**config.mk**
```make
export PLATFORM = sky130hd
export DESIGN_NAME = rf_wb_arbiter_flat
export DESIGN_NICKNAME = d
export VERILOG_FILES = /design/src/rtl/rf_wb_arbiter_if.sv /design/src/rtl/rf_wb_arbiter.sv /design/src/flat_wrapper.sv
export SDC_FILE = /design/constraint.sdc
export NUM_CORES = 1
export LEC_CHECK = 0
export ABC_CLOCK_PERIOD_IN_PS = 7300
export BUFFER_PORTS_ARGS = -buffer_cell sky130_fd_sc_hd__buf_2
export CAP_MARGIN = 20
export CORE_ASPECT_RATIO = 1.25
export CORE_MARGIN = 4
export CORE_UTILIZATION = 30
export CTS_BUF_LIST = sky130_fd_sc_hd__clkbuf_4
export DETAILED_ROUTE_END_ITERATION = 10
export MAX_ROUTING_LAYER = met4
export PLACE_DENSITY = 0.54
export SYNTH_ARGS = -nofsm -noshare
export SYNTH_HDL_FRONTEND = slang
export SYNTH_SLANG_ARGS = --single-unit
export TNS_END_PERCENT = 10
```
**constraint.sdc**
```tcl
create_clock -name clk -period 7.3 [get_ports clk]
set_input_delay 1.095 -clock clk [delete_from_list [all_inputs] [get_ports clk]]
set_output_delay 1.095 -clock clk [all_outputs]
set_load 0.1 [all_outputs]
```
**src/rtl/rf_wb_arbiter_if.sv**
```systemverilog
// Register-file write port bundle: pipeline writeback slot,
// multi-cycle result channel and the resulting RF write controls.
interface rf_wb_arbiter_if;
  logic        wb_valid;
  logic [4:0]  wb_rd;
  logic [1:0]  wb_sel;
  logic        wb_stall;
  logic        mc_valid;
  logic [4:0]  mc_rd;
  logic [31:0] mc_data;
  logic        mc_ready;
  logic        rf_we;
  logic [4:0]  rf_wa;
  logic [1:0]  rf_wr_sel;
  logic        rf_wd_src;
  logic [31:0] mc_wd;

  modport master (
    output wb_valid, wb_rd, wb_sel,
    output mc_valid, mc_rd, mc_data,
    input  wb_stall, mc_ready,
    input  rf_we, rf_wa, rf_wr_sel,
    input  rf_wd_src, mc_wd
  );

  modport slave (
    input  wb_valid, wb_rd, wb_sel,
    input  mc_valid, mc_rd, mc_data,
    output wb_stall, mc_ready,
    output rf_we, rf_wa, rf_wr_sel,
    output rf_wd_src, mc_wd
  );
endinterface

```
**src/rtl/rf_wb_arbiter.sv**
```systemverilog
// Shares the single RF write port between the writeback slot
// and a buffered multi-cycle result stream with starvation limit.
module rf_wb_arbiter #(
  parameter int DEPTH      = 2,
  parameter int STARVE_MAX = 4
) (
  input  logic          clk,
  input  logic          rst_n,
  rf_wb_arbiter_if.slave bus
);

  localparam int AW = $clog2(DEPTH);
  localparam int CW = $clog2(STARVE_MAX + 1);

  typedef enum logic [1:0] {
    IDLE,
    PEND,
    FORCE
  } state_t;

  state_t state, state_nxt;

  logic [4:0]    fifo_rd   [DEPTH];
  logic [31:0]   fifo_data [DEPTH];
  logic [AW-1:0] wr_ptr, rd_ptr;
  logic [AW:0]   count, count_after;
  logic [CW-1:0] starve_cnt, starve_nxt;

  logic full, wb_req, enq, mc_grant;

  assign full   = count == (AW+1)'(DEPTH);
  assign wb_req = bus.wb_valid & (bus.wb_rd != 5'd0);
  // x0 results are accepted but dropped on the floor
  assign enq    = bus.mc_valid & ~full
                & (bus.mc_rd != 5'd0);

  assign count_after = count
                     + (AW+1)'(enq)
                     - (AW+1)'(mc_grant);

  always_comb begin
    state_nxt  = state;
    starve_nxt = starve_cnt;
    mc_grant   = 1'b0;
    unique case (state)
      IDLE: begin
        if (enq) state_nxt = PEND;
      end
      PEND: begin
        if (full) begin
          mc_grant = 1'b1;
        end else if (wb_req) begin
          starve_nxt = starve_cnt + 1'b1;
          if (starve_nxt == CW'(STARVE_MAX))
            state_nxt = FORCE;
        end else begin
          mc_grant = 1'b1;
        end
      end
      FORCE: begin
        mc_grant = 1'b1;
      end
      default: begin
        state_nxt = IDLE;
      end
    endcase
    if (mc_grant) begin
      starve_nxt = '0;
      state_nxt  = (count_after != '0) ? PEND : IDLE;
    end
  end

  assign bus.mc_ready  = ~full;
  assign bus.wb_stall  = mc_grant & wb_req;
  assign bus.rf_we     = mc_grant | wb_req;
  assign bus.rf_wa     = mc_grant ? fifo_rd[rd_ptr]
                                  : bus.wb_rd;
  assign bus.rf_wr_sel = mc_grant ? 2'b11 : bus.wb_sel;
  assign bus.rf_wd_src = mc_grant;
  assign bus.mc_wd     = mc_grant ? fifo_data[rd_ptr]
                                  : 32'h0;

  always_ff @(posedge clk or negedge rst_n) begin
    if (!rst_n) begin
      state      <= IDLE;
      starve_cnt <= '0;
      wr_ptr     <= '0;
      rd_ptr     <= '0;
      count      <= '0;
    end else begin
      state      <= state_nxt;
      starve_cnt <= starve_nxt;
      count      <= count_after;
      if (enq)      wr_ptr <= wr_ptr + 1'b1;
      if (mc_grant) rd_ptr <= rd_ptr + 1'b1;
    end
  end

  always_ff @(posedge clk) begin
    if (enq) begin
      fifo_rd[wr_ptr]   <= bus.mc_rd;
      fifo_data[wr_ptr] <= bus.mc_data;
    end
  end

endmodule

```
**src/flat_wrapper.sv**
```systemverilog
// flat-port wrapper written by rule: the top's interface ports become plain ports
module rf_wb_arbiter_flat 
#(
  parameter int DEPTH      = 2,
  parameter int STARVE_MAX = 4
)
  (clk, rst_n, bus_wb_valid, bus_wb_rd, bus_wb_sel, bus_mc_valid, bus_mc_rd, bus_mc_data, bus_wb_stall, bus_mc_ready, bus_rf_we, bus_rf_wa, bus_rf_wr_sel, bus_rf_wd_src, bus_mc_wd);
  rf_wb_arbiter_if bus_i ();
  input  logic clk;
  input  logic rst_n;
  input wire logic [$bits(bus_i.wb_valid)-1:0] bus_wb_valid;
  input wire logic [$bits(bus_i.wb_rd)-1:0] bus_wb_rd;
  input wire logic [$bits(bus_i.wb_sel)-1:0] bus_wb_sel;
  input wire logic [$bits(bus_i.mc_valid)-1:0] bus_mc_valid;
  input wire logic [$bits(bus_i.mc_rd)-1:0] bus_mc_rd;
  input wire logic [$bits(bus_i.mc_data)-1:0] bus_mc_data;
  output wire logic [$bits(bus_i.wb_stall)-1:0] bus_wb_stall;
  output wire logic [$bits(bus_i.mc_ready)-1:0] bus_mc_ready;
  output wire logic [$bits(bus_i.rf_we)-1:0] bus_rf_we;
  output wire logic [$bits(bus_i.rf_wa)-1:0] bus_rf_wa;
  output wire logic [$bits(bus_i.rf_wr_sel)-1:0] bus_rf_wr_sel;
  output wire logic [$bits(bus_i.rf_wd_src)-1:0] bus_rf_wd_src;
  output wire logic [$bits(bus_i.mc_wd)-1:0] bus_mc_wd;
  assign bus_i.wb_valid = bus_wb_valid;
  assign bus_i.wb_rd = bus_wb_rd;
  assign bus_i.wb_sel = bus_wb_sel;
  assign bus_i.mc_valid = bus_mc_valid;
  assign bus_i.mc_rd = bus_mc_rd;
  assign bus_i.mc_data = bus_mc_data;
  assign bus_wb_stall = bus_i.wb_stall;
  assign bus_mc_ready = bus_i.mc_ready;
  assign bus_rf_we = bus_i.rf_we;
  assign bus_rf_wa = bus_i.rf_wa;
  assign bus_rf_wr_sel = bus_i.rf_wr_sel;
  assign bus_rf_wd_src = bus_i.rf_wd_src;
  assign bus_mc_wd = bus_i.mc_wd;
  rf_wb_arbiter #(.DEPTH(DEPTH), .STARVE_MAX(STARVE_MAX)) u_core (.clk(clk), .rst_n(rst_n), .bus(bus_i));
endmodule
```
After elaboration in Yosys (flattened, before gate mapping):

Memories as Yosys holds them, arrays and structs flattened.
Cells that the tools add are included.

* multiply operators: 0
* shift-type cells: 0
* divide/modulo/power cells: 0
* muxes and demuxes: 19
* bitwise operators: 6
* magnitude comparators: 0
* eq/ne operators: 10
* reductions and logical operators: 8
* $add $sub $neg: 5

Operators by type and width (number)
* $mux 32: 1
* $mux 2: 6
* $mux 3: 4
* $reduce_bool 5->1: 2
* $ne 3x1->1 const B: 3
* $pmux 2 s3: 1
* $reduce_bool 2->1: 3
* $mux 1: 5
* $mux 5: 1
* $reduce_and 5->1: 1
* $and 1x1->1: 4
* $eq 2x2->1 const B: 2
* $add 3x1->3 const B: 1
* $eq 3x3->1 const B: 1
* $ne 3x3->1 const B: 1
* $reduce_and 3->1: 1
* $add 1x1->1 const B: 2
* $add 2x1->2: 1
* $eq 2x1->1 const B: 1
* $logic_not 2->1: 1
* $ne 2x1->1 const B: 1
* $ne 2x2->1 const B: 1
* $pmux 1 s2: 1
* $sub 2x1->2: 1
* other kinds (2): 2

* memories: 2
* RAM bits: 74
* input bits: 48
* bits in read-only memories: 0
* bits in latches: 0
* register bits: 9
* output and inout port bits: 43

Memory list
* u_core.fifo_data: depth 2, bits a word 32, rd ports 1, clocked after memory_dff 0, wr ports 1, RTL line rf_wb_arbiter.sv:24 `logic [31:0] fifo_data [DEPTH];`
* u_core.fifo_rd: depth 2, bits a word 5, rd ports 1, clocked after memory_dff 0, wr ports 1, RTL line rf_wb_arbiter.sv:23 `logic [4:0] fifo_rd [DEPTH];`

Depth between registers and ports, before layout:

Gate-level depths: netlist (run 1).

* depth in word-level cells: 9
* mapped depth: 13
* gate-level depth less buffers: 13

Worst setup path before layout (run 1):

Ideal clock, no wire load.

* path type: input to output
* start point: in bus_wb_rd[0]
* end point: out bus_rf_wa[0]
* stages: 5
* required time: 6.205 ns
* slack: 2.020 ns
* data arrival time: 4.185 ns
* path through: or4_4 -> o211ai_2 -> nand2_2 -> buf_2 -> o21ai_0

* word-level cells in the longest chain between the ends: 6

RTL lines
* start: declaration: RTL line flat_wrapper.sv:12 `input wire logic [$bits(bus_i.wb_rd)-1:0] bus_wb_rd;`
* $reduce_bool 5->1: RTL line rf_wb_arbiter.sv:32 `assign wb_req = bus.wb_valid & (bus.wb_rd != 5'd0);`
* $and 1x1->1: RTL line rf_wb_arbiter.sv:32
* $mux 1: RTL line rf_wb_arbiter.sv:52 `end else if (wb_req) begin`
* $mux 1: RTL line rf_wb_arbiter.sv:50 `if (full) begin`
* $pmux 1 s2: RTL line rf_wb_arbiter.sv:45 `unique case (state)`
* $mux 5 *: RTL line rf_wb_arbiter.sv:76 `assign bus.rf_wa = mc_grant ? fifo_rd[rd_ptr]`
* end: declaration: RTL line flat_wrapper.sv:20 `output wire logic [$bits(bus_i.rf_wa)-1:0] bus_rf_wa;`

Mark *: on every way between the ends. The rest lies on a longest branch, timed or not.

Worst setup path after layout (run 1):

* start point: in bus_wb_rd[0]
* end point: out bus_rf_wr_sel[0]

* word-level cells in the longest chain between the ends: 6

RTL lines
* $reduce_bool 5->1: RTL line rf_wb_arbiter.sv:32
* $and 1x1->1: RTL line rf_wb_arbiter.sv:32
* $mux 1: RTL line rf_wb_arbiter.sv:52
* $mux 1: RTL line rf_wb_arbiter.sv:50
* $pmux 1 s2: RTL line rf_wb_arbiter.sv:45
* $mux 2: RTL line rf_wb_arbiter.sv:78 `assign bus.rf_wr_sel = mc_grant ? 2'b11 : bus.wb_sel;`
* end: declaration: RTL line flat_wrapper.sv:21 `output wire logic [$bits(bus_i.rf_wr_sel)-1:0] bus_rf_wr_sel;`

No other way between the ends.

==> results of run 1 <==
-- layout by cell type, fill, tap and decap left out, drive strengths merged, types with 3 or more instances in the layout --
| master | count |
|---|---|
| and2 | 3 |
| nand2b | 5 |
| edfxtp | 74 |
| ha | 7 |
| nand2 | 9 |
| xnor2 | 3 |
| nor2 | 36 |
| bufinv | 3 |
| inv | 6 |
| clkbuf | 9 |
| dfrtp | 9 |
| mux2i | 38 |
| buf | 93 |
| o21ai | 8 |
| clkinv | 3 |
-- worst paths after layout --
check,startpoint,endpoint,slack [ns],depth (start not counted)
hold / removal,rst_n,u_core.state[0],0.50,1
min in group clk,u_core.count[1],u_core.count[1],0.51,1
setup / recovery,bus_wb_rd[0],bus_rf_wr_sel[0],2.85,6
hold reg to reg,u_core.count[1],u_core.count[1],0.51,1
max in group asynchronous,rst_n,u_core.rd_ptr,6.59,1
setup reg to reg,u_core.state[0],u_core.state[0],3.87,12
-- critical path: stages --
cell                       delay [ns]
sky130_fd_sc_hd__buf_2           0.11
sky130_fd_sc_hd__or4_4           0.53
sky130_fd_sc_hd__o211ai_2        0.20
sky130_fd_sc_hd__nand2_2         0.56
sky130_fd_sc_hd__nand2b_1        0.35
sky130_fd_sc_hd__buf_2           0.48
-- logic make-up after synthesis --
kind of cell               after synthesis  synth area share (%)
muxes                                   39                  11.5
and+or+nand+nor                         61                  8.30
adders and majority gates                7                  2.57
DFF                                     83                  71.8
buffers and inverters                   15                  1.84
AOI/OAI and AO/OA                       14                  2.68
xor gates and xnor gates                 5                  1.29
-- flip-flops by register name, indices dropped and copies added (netlist names) --
name	flops
u_core.starve_cnt	3
u_core.fifo_rd	10
u_core.rd_ptr	1
u_core.fifo_data	64
u_core.wr_ptr	1
u_core.count	2
u_core.state	2
-- through the flow --
stage | utilization [%] | hold WS [ns] | cells | area (um^2)
2_1_floorplan | - | 0.456 | 224 | 3410
3_3_place_gp | 36.2 | 0.483 | 442 | 4010
3_5_place_dp | 36.3 | 0.483 | 443 | 4020
4_1_cts | 37.9 | 0.457 | 459 | 4200
5_1_grt | 38.0 | 0.460 | 460 | 4210
6_report | 38.0 | 0.504 | 461 | 4210
-- final cells by class --
type	count	area (um^2)
Antenna cell	2	5.00
Clock buffer	9	67.6
Clock inverter	7	116
Fill cell	1089	6870
Inverter	6	22.5
Multi-Input combinational cell	126	903
Sequential cell	83	2450
Tap cell	135	169
Timing Repair Buffer	93	477
-- layer usage --
metal,GRT usage [%],up-vias
li1,-,1013
met5,-,-
met2,18.3,61
met4,4.80,0
met1,12.2,987
met3,4.10,10
==> results, run 1 <==
- The floorplan row count is between 40 and 50.
- The mapped netlist covers approximately 0.0034 mm^2.
- The routed length on met3 is about 510 um.
- From bottom edge to top edge, the die measures roughly 130 um.
- The port buffer count is 90.
- The achievable frequency is between 0.2 and 0.25 GHz.
- For this run, the number of Yosys warnings is 0.
- The pre-antenna-repair detailed-routing pass consisted of 4 iterations.
- The clock passes through at most 2 buffers.
- Relative to the synthesized area, the layout overhead comes to 23.5%.
- Entering global routing, the biggest net connects 50 pins.
- The overall via count from detail_route is 2071.
- The data arrival time of the critical path is between 3 and 4 ns.
- The count of flip-flops with a built-in enable after synthesis is 74.
- The final setup violation count is 0.
- Once the floorplan was initialized, standard cells occupied between 30% and 40% of the core.
- The post-DP HPWL is between 4000 and 5000 um.
- The kind of start point of the critical path is an input port.
- The count of distinct cell types in the synthesized netlist is 31.
- The global-route wire length before repair is ~11000 um.
- The area fraction of the dominant cell type after synthesis is 65.2%.
- For the finished layout, the period the worst path requires is around 4.4 ns.
- The post-route setup TNS is 0 ns.
- Setup repair after global routing left no endpoint under its margin.
- The clock sink count is 83.
- Setup slack on the critical path of the routed design comes to roughly 2.9 ns.
- The number of hold buffers added after CTS was 0.
- TritonCTS built the clock tree.
- The final number of hold-violating endpoints is 0.
- The worst slew margin relative to its limit is approximately a third.
- The H-tree depth reported by CTS is 3.
- The starting DRC count in detailed routing is 61.
- The initial antenna violation count was 1.
- The post-synthesis average cell area is ~15 um^2.
- Summed over all instances, the cell type with the most area after synthesis is sky130_fd_sc_hd__edfxtp_1.
- In the routed design, unresolved DRC markers number 0.
- Once the clock tree was built, the resizer swapped 0 gates to a different size.
- The dominant cell by count in the synthesized netlist is sky130_fd_sc_hd__edfxtp_1.
- The net count after synthesis is ~280.
- The most used flip-flop cell after synthesis is sky130_fd_sc_hd__edfxtp_1.
- The type of the most critical hold path is input port to async pin.
- In the routed layout, each cell is associated on average with a via count of 4.49.
- The wire length per cell after detailed routing is around 15 um.
- The share of the clock period used by the worst path is 60.9%.
- In the final layout, the share of cells above drive strength 1 is a little over a third.
- The max-slew violation count is 0.
- The region available for standard cell placement spans 0.0111 mm^2.
- Wires add up to 6820 um.
- The die outline area is 0.0131 mm^2.
- The data required time of the critical path is between 6 and 7 ns.
- In the post-synthesis netlist, the biggest area contributors are sky130_fd_sc_hd__edfxtp_1, sky130_fd_sc_hd__mux2i_1, sky130_fd_sc_hd__dfrtp_1.
- After clock tree synthesis, the setup repair step added 0 buffers.
- The flow ran to the end, and the final reports show no timing, DRC or antenna violations.
- At the end of routability-driven placement, the weighted congestion stood at 0.707.
- Measured along the x axis, the die boundary spans a little over 100 um.
- The maximum net fanout on the critical path is 49.
- In this run the top signal layer used is met4.
- The endpoint kind of the worst setup timing path is an output pin.
- At the later pin of the worst-skew pair, clock insertion delay measures about 0.42 ns.
- The detail route stage leaves a number of antenna-violating nets equal to 0.
- In the global route stage, overall resource usage came out at between 10 and 15%.
- For the final database, setup skew stands at approximately 0.019 ns.
- In the final routing, the length of wire on met1 measures 2660 um.
- Pin placement for this block handled between 90 and 100 I/O pins.
- The synthesis-stage register bit count is 83.
- Counting instances in the post-synthesis netlist gives the leading cell types as sky130_fd_sc_hd__edfxtp_1, sky130_fd_sc_hd__mux2i_1, sky130_fd_sc_hd__nor2_1.
- In the synthesized netlist the async set-or-reset flop fraction comes to 10.8%.
- The cell count after synthesis came out at about 220.
- The length of routed met2 wiring is 3530 um.
- The net count of the finished layout is 374.
- The critical path class is input port to output pin.
- After clock tree synthesis, the clock-pin slew on the worst setup and hold paths is around 0.14 ns.
- Clock tree synthesis inserted a total of 9 buffers.
- The root buffer cell is sky130_fd_sc_hd__clkbuf_4.
- Across the run, the number of max-cap violations was 0.
- The via count of the first global-routing pass is approximately 2100.
- Before CTS, the worst setup slack after placement is 2.77 ns.
- The pin slew with the least headroom to its limit is 0.992 ns.
- For this run, the register share of the synthesized area comes to 71.8%.
- The remaining global-route overflow is 0.
Power of run 1 is not shown: default switching activity piles up to over one toggle a cycle in this logic, so the estimate is an artifact.
==> run 2, diff against run 1 <==
- ABC_CLOCK_PERIOD_IN_PS: 7300 -> 4600
- clock period: 7.3 -> 4.6 ns (I/O delays scaled with it)
==> run 2 against run 1 <==
  * Clock skew fell by 0.0031 ns
  * Global-route usage is 0.11 points lower
  * Setup slack got worse by 1.9 ns
  * Wire length barely moved
  * Critical path type unchanged
  * Die area did not move
  * Hold slack lost 0.41 ns
  * Register-to-register slack worse by 2.7 ns
==> results, run 2 (synthesis results as in run 1) <==
- The routed layout has 2027 vias.
- For this run, the total global-route usage over all layers was measured as between 10% and 20%.
- The clock tree from TritonCTS is yes.
- For the worst setup path, the data required time is 3.91 ns.
- The clock insertion delay at the later pin of the skew report is roughly 0.42 ns.
- The worst register-to-register path ends at u_core.state[0].
- The remaining global-route overflow is 0.
- The worst slew margin relative to its limit is ~34%.
- The family of cells with the greatest summed delay on the critical path is simple AND/OR/NAND/NOR gates.
- The achievable frequency is 0.276 GHz.
- The wire length per cell after detailed routing is roughly 15 um.
- The initial core utilization is between 30% and 40%.
- The die outline area is around 0.013 mm^2.
- The count of cells along the worst register-to-register path is 13.
- For this run, the number of standard cells in the final layout without fillers is 459.
- The remaining antenna violation count is 0.
- By startpoint and endpoint, the worst setup path is classified as input port to output pin.
- The maximum number of pins on one net before global-route repair is 50.
- Once the clock tree was built, the setup fixing pass inserted 0 buffers.
- The final standard cell utilization of the core is approximately 38%.
- The data arrival time of the critical path is a little under 3 ns.
- STA classifies the critical path startpoint as an input port.
- Routability-driven placement finished with a final weighted congestion of 0.706.
- Hold repair after CTS inserted 0 buffers.
- The region available for standard cell placement spans around 0.011 mm^2.
- The fraction of layout cells with a size suffix above 1 is between 30% and 40%.
- The maximum net fanout on the critical path is around 50.
- The most common cell after layout, fill and taps aside is sky130_fd_sc_hd__buf_2.
- Ranked by flip-flop count, first place goes to u_core.fifo_data.
- From synthesis to final layout, the design area changed by 22.9%.
- Among all stages on the critical path, the largest delay is contributed by sky130_fd_sc_hd__nand2_2.
- The vertical extent of the die is between 100 and 150 um.
- The final critical path takes up between 70% and 80% of the cycle.
- The endpoint kind of the worst setup timing path is an output pin.
- The worst path needs about 3.6 ns of the cycle, external delays included.
- The initial antenna violation count is 0.
- The longest clock path from root to sink contains 2 buffers.
- The number of cells after detailed placement is between 400 and 500.
- The via count of the first global-routing pass is 2026.
- The critical path's largest stage delay is between 0.5 and 0.6 ns.
- The type of the most critical hold path is input port to async pin.
- The flow ran to the end, and the final reports show no timing, DRC or antenna violations.
- The final number of hold-violating endpoints is 0.
- TritonCTS created 9 clock buffers.
- Setup violations remaining at the end of the flow were counted as 0.
- The clock sink count is between 80 and 90.
- After detailed routing, the number of vias per cell comes to 4.42.
- The max-slew violation count is 0.
- In the final layout, the registers with the most flip-flops are u_core.fifo_data x64, u_core.fifo_rd x10, u_core.starve_cnt x3.
- The worst register-to-register path begins at u_core.state[1].
- Setup total negative slack on the finished layout was measured at 0 ns.
- Setup repair after global routing left no endpoint under its margin.
- The count of unresolved DRC violations after routing is 0.
- The global-route wire length before repair is about 10000 um.
- Wires add up to around 6800 um.
- For the pin with the worst max-slew slack, the measured transition is just under 1 ns.
- The number of antenna repair diodes is 0.
- The root buffer cell is sky130_fd_sc_hd__clkbuf_4.
- Once detailed placement completed, the half-perimeter wirelength came to roughly 4700 um.
- In this run, the number of DRC markers left after iteration 0 of detailed routing was 95.
- The pre-antenna-repair detailed-routing pass consisted of 4 iterations.
- Buffers placed on the I/O ports in this run total 90.
- The post-cts sizing count is 0.
- The internal reg-to-reg setup slack is 1.21 ns.
- The floorplan step set the die width to just over 100 um.
- The register with the most flip-flops in the layout has 64 of them.
- 91 I/O pins were placed.
- The floorplan row count is 43.
- After clock tree synthesis, the clock-pin slew on the worst setup and hold paths is approximately 0.14 ns.
- The most repeated library cell on the critical path is sky130_fd_sc_hd__buf_2.
- The number of max-capacitance violations reported is 0.
- Counting the fill cells in the layout gives ~1100.
- The final-stage net count is roughly 370.
- The top cell types in the final layout, fill and taps aside, are sky130_fd_sc_hd__buf_2, sky130_fd_sc_hd__edfxtp_1, sky130_fd_sc_hd__mux2i_1.
- The critical path contains buffers and inverters numbering 2 combined.
- Walking the worst path, the cells encountered are buf_2, or4_4, o211ai_2, nand2_2, nand2b_1, buf_2.
- The clock tree synthesis step divided the H-tree into 3 levels.
- The clock arrives with ~0.016 ns of skew.
- The path length in cells of the critical path is 6.
run 2: final cells by class:
class,instances,area (um^2),share of cell area (%)
Tap cell,135,169,4.03
Timing Repair Buffer,93,477,11.4
Clock buffer,9,67.6,1.61
Inverter,6,22.5,0.538
Sequential cell,83,2450,58.5
Multi-Input combinational cell,126,903,21.6
Clock inverter,7,98.8,2.36
run 2: worst max path at each step:
| stage | startpoint | end | slack, ns |
|---|---|---|---|
| after floorplan | bus_wb_rd[0] | bus_rf_wa[0] | 0.13 |
| after detailed placement | bus_wb_rd[0] | u_core.state[0] | 0.86 |
| final | bus_wb_rd[0] | bus_rf_wr_sel[1] | 0.98 |
| after global routing | u_core.state[0] | bus_rf_wa[1] | 0.69 |
| after global placement | bus_wb_rd[0] | u_core.state[0] | 0.96 |
| after CTS | u_core.state[1] | bus_rf_wa[2] | 0.85 |
run 2: stage by stage:
step / instance area, um^2 / hold slack, ns / setup slack (ns)
after floorplan: 3410 / 0.394 / 0.130
after global placement: 4010 / 0.477 / 0.962
after detailed placement: 4020 / 0.486 / 0.855
after CTS: 4190 / 0.0447 / 0.847
after global routing: 4190 / 0.0433 / 0.686
final: 4190 / 0.0904 / 0.978
run 2: per-layer routing:
layer / GRT usage [%] / routed length [um] / vias up
met5: - / 0 / -
met4: 4.80 / 99 / 0
met3: 3.93 / 541 / 7
met2: 17.7 / 3380 / 63
met1: 12.6 / 2810 / 955
li1: - / - / 1002
Power of run 2 is left out for the same reason.
